$ cat src/rtl/cga_vram_arbiter.sv
// ----------------------------------------------------------------------------
// cga_vram_arbiter
//   Shares the single VRAM port between the CGA display fetch path and ISA
//   CPU memory cycles. The display always wins; a CPU request waits in PEND
//   until the sequencer offers a slot (isa_op_enable) that the display does
//   not claim (vram_read). It then gets exactly one ACCESS cycle.
//
// Ports
//   clk, reset_n          pixel clock, async active-low reset
//   isa_op_enable         sequencer marks a CPU-eligible slot
//   vram_read             display fetch owns RAM this cycle
//   disp_a                display fetch address
//   bus_a, bus_d          ISA offset within the window / write data
//   bus_memr_l/memw_l     ISA memory read / write strobes (active low, async)
//   ram_d                 VRAM read data
//   ram_a, ram_we_l, ram_wd  VRAM address / write enable (low) / write data
//   cpu_rd_data           data of the last completed CPU read
//   bus_rdy               ISA ready (held low while a request is in flight)
//   busy                  CPU request pending or active
// ----------------------------------------------------------------------------
module cga_vram_arbiter #(
   parameter bit         USE_BUS_WAIT = 1'b1,
   parameter logic [3:0] VRAM_BASE    = 4'h0
) (
   input  logic        clk,
   input  logic        reset_n,
   input  logic        isa_op_enable,
   input  logic        vram_read,
   input  logic [18:0] disp_a,
   input  logic [14:0] bus_a,
   input  logic        bus_memr_l,
   input  logic        bus_memw_l,
   input  logic [7:0]  bus_d,
   input  logic [7:0]  ram_d,
   output logic [18:0] ram_a,
   output logic        ram_we_l,
   output logic [7:0]  ram_wd,
   output logic [7:0]  cpu_rd_data,
   output logic        bus_rdy,
   output logic        busy
);

   typedef enum logic [1:0] {IDLE, PEND, ACCESS, DONE} state_t;

   state_t      state, state_nxt;

   // [0] first sync flop, [1] synced strobe, [2] synced strobe last cycle
   logic [2:0]  memr_sync, memw_sync;
   // fill[1] marks that [1] holds a real sample rather than the reset value
   logic [1:0]  fill;
   // An edge is only honoured once the synced strobe has been seen inactive,
   // so a strobe already low at reset release cannot fake a request.
   logic        memr_arm, memw_arm;
   logic        memr_edge, memw_edge, req_edge;

   logic [14:0] addr_q;
   logic [7:0]  data_q;
   logic        is_wr_q;

   always_ff @(posedge clk or negedge reset_n) begin
      if (!reset_n) begin
         memr_sync <= 3'b111;
         memw_sync <= 3'b111;
         fill      <= 2'b00;
         memr_arm  <= 1'b0;
         memw_arm  <= 1'b0;
      end else begin
         memr_sync <= {memr_sync[1:0], bus_memr_l};
         memw_sync <= {memw_sync[1:0], bus_memw_l};
         fill      <= {fill[0], 1'b1};
         memr_arm  <= memr_arm | (fill[1] & memr_sync[1]);
         memw_arm  <= memw_arm | (fill[1] & memw_sync[1]);
      end
   end

   assign memr_edge = memr_arm & ~memr_sync[1] & memr_sync[2];
   assign memw_edge = memw_arm & ~memw_sync[1] & memw_sync[2];
   assign req_edge  = memr_edge | memw_edge;

   // Request latches only load from IDLE, so edges seen later are dropped.
   // A simultaneous read+write edge is taken as a write.
   always_ff @(posedge clk or negedge reset_n) begin
      if (!reset_n) begin
         addr_q  <= '0;
         data_q  <= '0;
         is_wr_q <= 1'b0;
      end else if (state == IDLE && req_edge) begin
         addr_q  <= bus_a;
         data_q  <= bus_d;
         is_wr_q <= memw_edge;
      end
   end

   // ram_d belongs to the CPU address only during ACCESS, so it is sampled
   // on the ACCESS->DONE edge and is visible from the first DONE cycle.
   always_ff @(posedge clk or negedge reset_n) begin
      if (!reset_n)
         cpu_rd_data <= 8'h00;
      else if (state == ACCESS && !is_wr_q)
         cpu_rd_data <= ram_d;
   end

   always_ff @(posedge clk or negedge reset_n) begin
      if (!reset_n) state <= IDLE;
      else          state <= state_nxt;
   end

   always_comb begin
      state_nxt = state;
      ram_a     = disp_a;
      ram_we_l  = 1'b1;
      ram_wd    = data_q;
      busy      = 1'b0;
      case (state)
         IDLE:   if (req_edge) state_nxt = PEND;
         PEND: begin
            busy = 1'b1;
            // display fetch has priority over a CPU-eligible slot
            if (isa_op_enable && !vram_read) state_nxt = ACCESS;
         end
         ACCESS: begin
            busy      = 1'b1;
            ram_a     = {VRAM_BASE, addr_q};
            ram_we_l  = ~is_wr_q;
            state_nxt = DONE;
         end
         DONE:   if (memr_sync[1] && memw_sync[1]) state_nxt = IDLE;
         default: state_nxt = IDLE;
      endcase
      bus_rdy = USE_BUS_WAIT ? ~busy : 1'b1;
   end

endmodule

$ cat config.mk
export PLATFORM = sky130hd
export DESIGN_NAME = cga_vram_arbiter
export DESIGN_NICKNAME = d
export VERILOG_FILES = /design/src/rtl/cga_vram_arbiter.sv
export SDC_FILE = /design/constraint.sdc
export NUM_CORES = 1
export LEC_CHECK = 0
export BUFFER_PORTS_ARGS = -buffer_cell sky130_fd_sc_hd__buf_2
export CAP_MARGIN = 20
export CORE_MARGIN = 2
export CORE_UTILIZATION = 41
export DETAILED_ROUTE_END_ITERATION = 10
export GPL_TIMING_DRIVEN = 0
export PLACE_DENSITY_LB_ADDON = 0.2
export SETUP_SLACK_MARGIN = 0.1
export SLEW_MARGIN = 20
export SYNTH_ARGS = -nofsm -noshare
export SYNTH_HDL_FRONTEND = slang
export SYNTH_SLANG_ARGS = --single-unit
$ cat constraint.sdc
create_clock -name clk -period 1.4 [get_ports clk]
set_input_delay 0.21 -clock clk [delete_from_list [all_inputs] [get_ports clk]]
set_output_delay 0.21 -clock clk [all_outputs]
set_load 0.03 [all_outputs]
* After elaboration in Yosys (flattened, before gate mapping)
Cells that the tools add are included.
Storage, ports and cells: register bits 44, bits of input ports 56, output and inout bits 38, word-level logic and storage cells 45
Operators by class: equal/unequal tests 6, mux-type cells 7, bitwise gates (word level) 13, reductions and logical operators 9
Operators with widths (count):
- 19-bit 2-to-1 mux | 1
- 2-bit case mux with 4 select lines | 1
- 1-bit AND | 6
- 2-bit 2-to-1 mux | 3
- 2-bit inequality test, second input constant | 3
- 2-bit == test, second input constant | 2
- 1-bit logical AND | 4
- 1-bit NOT | 4
- 1-bit bitwise OR | 3
- 3-bit AND reduction | 1
- 2-bit by 1-bit == test with 1-bit output, second input constant | 1
- 1-bit zero test | 2
- 2-bit zero test | 1
- 1-bit 2-to-1 mux | 2
- 2-bit OR reduction | 1

* Longest topological paths before layout
Gate-level depths: netlist of run 1.
depth after elaboration 6, mapped depth 5, gate-level depth less buffers 5

* Least setup slack after synthesis of run 1
OpenSTA, ideal clock, no wires.
path kind register to output, start register state[0], end output ram_a[10], data arrival time 1.300 ns, setup slack -0.110 ns, stages on the path, launching flop included 5, buffers on the path 1, path through dfrtp_1 inv_1 ha_1 buf_2 mux2_2
Between the ends: word-level cells in the longest chain between the ends 2
Ends and longest elaborated chain:
- start: declaration | line 45 | state_t state, state_nxt;
- start signal: assignment | line 105 | else state <= state_nxt;
- 2-bit == test | line 114 | case (state)
- 19-bit 2-to-1 mux | line 114
- end: declaration | line 35 | output logic [18:0] ram_a,
No other way between the ends.

* Worst setup path in the final report of run 1
start register state[0], end output ram_a[2]
Same word-level chain as after synthesis.

==> impl_results.md, run 1 <==
- H-tree depth: 2
- DPL Wire Length: 2878 um
- Syn_nets: 184
- # diodes: 0
- Post-synthesis register bit count: 44
- Final Non-Filler Cells: 296
- Max VDD drop: 1.231 mV
- Largest delay share family, worst path: flip-flops
- RSZ-0062 raised after global routing: yes
- Min Tclk post-route: 1.762 ns
- Nets: 301
- Seq pwr share: 26.9%
- Adder-cell area share of the yosys netlist: 2.566%
- CP max stage cell: dfrtp_1
- Startpoint Class: flop
- Initial Utilization: 41.85%
- Commonest non-fill, non-tap cell in the layout: buf_2
- Number of global-route vias before repair: 1,433
- Finished Cell Area: 0.003162 sq mm
- Syn_area_per_cell: 15.73 sq um
- Tot Pwr: 7.842 mW
- MaxCap Viol Count: 0
- DIE HEIGHT: 72.98 um
- Synth Area in Simple Gates: 4.298%
- Syn Inst Count: 124
- Sequential share of the synthesized area: 56.83%
- Crit-path max FO: 10
- Post-synthesis mux area share: 30.72%
- Core Box Area: 0.004661 sq mm
- Worst Path Required: 1.19 ns
- Critical path depth: 5
- Row Count: 25
- Worst Tran Pin Value: 0.9381 ns
- CTS tree: done
- Worst hold margin: 0.05688 ns
- Worst setup margin: -0.3622 ns
- Sum of negative setup slack: -11.61 ns
- XOR/XNOR share of the synthesized area: 0%
- Slew Viols, Final: 0
- Worst Path Arrival: 1.55 ns
- PD cells: 2480 mW/mm^2
- Combinational Power Share: 62.9%
- Final worst clock skew: 0.006564 ns
- Synth Area in Compound Gates: 2.694%
- Worst setup EP type: output port
- DRT Pass-1 Iters: 4
- Internal power: 4.828 mW
- Final hold violation count: 0
- Via density: 4.655
- CTS Buf Count: 5
- Clock Path Buffers: 2
- Remaining antenna violation count: 0
- Post-DR wirelength/cell: 14.55 um
- Die ar.: 0.005325 sq mm
- Placed inst area: 0.002635 sq mm
- Crit path cell chain: inv_2, ha_4, buf_12, mux2_4, buf_6
- Initial antenna violation count: 0
- Lkg Pwr: 1.614 nW
- Final GP Congestion: 0.7087
- Synth Warn #: 0
- IO Port Bufs: 93
- Relative max-transition margin: 37.46%
- Status: finished, violations left
- Clock power share: 10.1%
- Final setup vio count: 55
- Yosys cell types: 21
- I/O pin total: 94
- DRC Markers: 0
- Area growth syn-to-layout: 62.09%
- # placed instances: 271
- Violated checks: negative setup slack
- Final design utilization: 67.84%
- Fmax: 567.5 MHz
- Most frequent cells in the layout: buf_2, mux2_4, dfrtp_1, buf_6, buf_4
- Critical path buffers and inverters: 3
- Sink Count: 44
- Largest family of logic cells by synthesized area: multiplexers
- Routed wire length: 4307 um
- Clock Tree Root: clkbuf_8
- Largest net degree at the start of global routing: 45
- Worst skew pair latency: 0.29 ns
- Pre-CTS setup slack: -0.1478 ns
- Clk pin slew, worst setup/hold paths: 0.08 ns
- HP Class: primary input to asynchronous set/reset pin
- Final global-route overflow total: 0
- Vias: 1,378
- Layout cells sized above 1: 78.93%
- Global-route wire length before repair: 6844 um
- Reg2Reg Depth: 8
- Setup Crit Path Kind: flop to output port
- Cell area after synthesis: 0.001951 sq mm
- Psw: 3.013 mW
- Tcrit/Tclk final: 125.9%
- Sw frac: 38.43%
- Fillers: 334
- Die width: 72.98 um
- Detailed Route Iter0 Violations: 67
- Total track usage: 17.40%
- Crit path largest cell delay: 0.41 ns
registers in the layout, summed over array words and instances, names as in the netlist:
register,cells
memr_arm,1
addr_q,15
state,2
cpu_rd_data,8
memr_sync,3
memw_arm,1
is_wr_q,1
fill,2
ram_wd,8
memw_sync,3
per-layer routing:
metal,wire length (um),up-vias,GRT usage (%),share of wire (%)
met2,2183,56,28.79,51
met1,1818,654,21.45,42
li1,-,661,-,-
met5,0,-,0,0
met3,229,7,4.282,5.3
met4,75,0,8.025,1.7
power groups by stage:
stage	Clock, mW	Sequential (mW)	Combinational [mW]
6_report	0.795	2.11	4.93
5_1_grt	0.891	2.19	5.19
4_1_cts	0.828	2.11	4.74
3_5_place_dp	0	2.13	3.86
3_3_place_gp	0	2.11	3.82
2_1_floorplan	0	2.55	2.59
final timing paths:
path                                            from               endpoint  slack [ns]
worst max-delay path            state[0]$_DFFE_PN0P_               ram_a[2]       -0.36
max in group asynchronous                    reset_n      fill[1]$_DFF_PN0_        0.75
worst max register to register  state[1]$_DFFE_PN0P_  addr_q[7]$_DFFE_PN0P_       -0.29
worst min register to register     fill[0]$_DFF_PN0_      fill[1]$_DFF_PN0_        0.36
worst min-delay path                         reset_n  addr_q[5]$_DFFE_PN0P_        0.06
min in group clk                            bus_a[0]  addr_q[0]$_DFFE_PN0P_        0.14
worst reg2reg max path, stage by stage, from the launching register on:
cell	delay [ns]
dfrtp_1	0.42
buf_4	0.16
buf_6	0.11
inv_4	0.06
ha_4	0.17
nand2_8	0.09
buf_12	0.15
buf_12	0.13
mux2_4	0.29
cell usage after synthesis, drive strengths merged:
| library cell | n | area (sq um) |
|---|---|---|
| mux2 | 46 | 589.3 |
| dfrtp | 38 | 950.9 |
| dfstp | 6 | 157.7 |
| buf | 5 | 37.53 |
| nor2b | 5 | 31.28 |
| ha | 4 | 50.05 |
| inv | 4 | 15.01 |
| nand2 | 4 | 22.52 |
| a21o | 2 | 15.01 |
| a22oi | 2 | 15.01 |
| o21ai | 2 | 13.76 |
| conb | 1 | 3.750 |
| mux2i | 1 | 10.01 |
| nand2b | 1 | 6.260 |
| nand3b | 1 | 20.02 |
| nor2 | 1 | 3.750 |
| o2bb2ai | 1 | 8.760 |
cell type report:
cell class	count	area, sq um	area share [%]
flip-flops and latches	44	1109	35.06
multi-input cells	71	983.4	31.10
repair buffers	110	804.5	25.45
clock buffers	8	90.09	2.849
plain buffers	5	86.33	2.731
well taps	54	67.56	2.137
inverters	4	21.27	0.6727
repair_timing:
| action | CTS | global route |
|---|---|---|
| hold buffers | 0 | 2 |
| resized for setup | 66 | 8 |
| endpoints found under the hold margin | 0 | 2 |
| cloned | 2 | 0 |
| setup endpoints to repair | 55 | 56 |
| buffers inserted | 8 | 5 |
| pin swaps | 2 | 3 |
cell families (layout without fill, tap and decap cells):
kind of cell | count (synthesis) | count (layout)
AND/OR/NAND/NOR | 12 | 12
buffers and inverters | 9 | 127
other | 1 | 1
adder cells (fa/ha/maj) | 4 | 4
multiplexers | 47 | 47
AO/OA/AOI/OAI | 7 | 7
flip-flops | 44 | 44
Note: power is estimated with default switching activity, not from simulation.
==> run 2: changes to the inputs <==
- SKIP_LAST_GASP: not set -> 1
- clock period: 1.4 -> 1.6 ns (I/O delays scaled with it)
==> run 2 against run 1 <==
Clock-buffer cell count decreased by 2. Combinational power fell by 15%. Clock skew grew 0.0020 ns. Register-to-register slack gained 0.33 ns. Critical path type unchanged. Largest power group unchanged. Cell count is 1.7% lower. The flow still finishes with violations (negative setup slack). Power is 12% lower. Highest routed layer unchanged. Cell area shrank 2.3%.
==> impl_results.md, run 2 (synthesis results as in run 1) <==
- Violated checks: negative setup slack
- Final setup vio count: 22
- Max VDD drop: 0.9730 mV
- Slew Viols, Final: 0
- Tot Pwr: 6.926 mW
- Final worst clock skew: 0.008565 ns
- H-tree depth: 2
- DRC Markers: 0
- Min Tclk post-route: 1.828 ns
- Finished Cell Area: 0.003089 sq mm
- Core Box Area: 0.004661 sq mm
- Final Non-Filler Cells: 291
- Worst Path Required: 1.36 ns
- Detailed Route Iter0 Violations: 16
- Die ar.: 0.005325 sq mm
- Placed inst area: 0.002491 sq mm
- Setup Crit Path Kind: flop to output port
- Post-DR wirelength/cell: 14.95 um
- Clock Path Buffers: 2
- Pre-CTS setup slack: -0.2351 ns
- # diodes: 0
- # placed instances: 271
- IO Port Bufs: 93
- MaxCap Viol Count: 0
- Layout cells sized above 1: 77.64%
- Sink Count: 44
- Initial Utilization: 41.85%
- Worst setup EP type: output port
- Via density: 4.790
- Commonest non-fill, non-tap cell in the layout: buf_2
- DRT Pass-1 Iters: 4
- Fmax: 547.2 MHz
- DIE HEIGHT: 72.98 um
- Tcrit/Tclk final: 114.2%
- Worst Path Arrival: 1.59 ns
- Routed wire length: 4349 um
- Nets: 296
- Die width: 72.98 um
- Initial antenna violation count: 0
- Vias: 1,394
- Clock Tree Root: clkbuf_8
- Number of global-route vias before repair: 1,342
- Worst setup margin: -0.2276 ns
- Crit-path max FO: 5
- CTS Buf Count: 5
- Worst skew pair latency: 0.29 ns
- Lkg Pwr: 1.586 nW
- Final global-route overflow total: 0
- Final GP Congestion: 0.7256
- Relative max-transition margin: 36.92%
- Final hold violation count: 0
- Largest net degree at the start of global routing: 45
- Fillers: 337
- HP Class: primary input to flop
- Worst Tran Pin Value: 0.9462 ns
- Global-route wire length before repair: 6279 um
- DPL Wire Length: 2772 um
- Row Count: 25
- Clk pin slew, worst setup/hold paths: 0.09 ns
- Worst hold margin: 0.04187 ns
- Total track usage: 15.37%
- Startpoint Class: flop
- PD cells: 2242 mW/mm^2
- Most frequent cells in the layout: buf_2, mux2_4, dfrtp_1, buf_6, buf_4
- Area growth syn-to-layout: 58.37%
- Remaining antenna violation count: 0
- Max reg flops: 15
- I/O pin total: 94
- Status: finished, violations left
- RSZ-0062 raised after global routing: yes
- CTS tree: done
- Largest Register: addr_q
==> run 2: repair_timing <==
action | in CTS | in global routing
pin swaps | 0 | 3
buffers inserted | 6 | 4
hold buffers | 0 | 0
gates resized for setup | 56 | 40
endpoints found under the setup margin | 49 | 51
cloned | 0 | 3
==> run 2: routing by layer <==
metal / wire length (um) / global-route usage, %
met5: 0 / 0
met4: 78 / 4.938
met3: 198 / 4.144
met2: 2269 / 25.76
met1: 1802 / 19.34
==> run 2: power by group <==
part           leakage (nW)  internal [mW]  switching [mW]
Combinational          1.02           2.22            1.99
Clock                0.0614          0.511           0.374
Sequential            0.502           1.58           0.259
Total                  1.59           4.31            2.62
==> run 2: final timing paths <==
kind	from	end	slack, ns	cells past startpoint
worst min-delay path	bus_memr_l	memr_sync[0]$_DFF_PN1_	0.04	1
worst max-delay path	state[0]$_DFFE_PN0P_	ram_a[4]	-0.23	5
min in group asynchronous	reset_n	ram_wd[1]$_DFFE_PN0P_	0.09	1
max in group asynchronous	reset_n	addr_q[14]$_DFFE_PN0P_	0.93	1
worst max register to register	state[1]$_DFFE_PN0P_	addr_q[0]$_DFFE_PN0P_	0.04	7
worst min register to register	fill[0]$_DFF_PN0_	fill[1]$_DFF_PN0_	0.36	0
==> run 2: through the flow <==
stage / utilization (%) / TNS (ns)
final: 66.28 / -3.678
after global routing: 66.28 / -4.976
after detailed placement: 53.45 / -3.325
after global placement: 53.45 / -3.104
after CTS: 60.89 / -3.982
after floorplan: - / 0
==> run 2: final cells by class <==
cell class              instances  area [sq um]  share of cell area [%]
clock inverters                 2         38.79                   1.256
well taps                      54         67.56                   2.187
multi-input cells              71         940.9                   30.46
inverters                       4         20.02                  0.6480
repair buffers                105         745.7                   24.14
clock buffers                   6         82.58                   2.673
plain buffers                   5         85.08                   2.754
flip-flops and latches         44          1109                   35.88
==> run 2: critical path, cell delays in order (launching register included) <==
cell,delay (ns)
dfrtp_1,0.40
inv_2,0.09
ha_4,0.20
clkbuf_16,0.17
mux2_4,0.30
buf_6,0.14
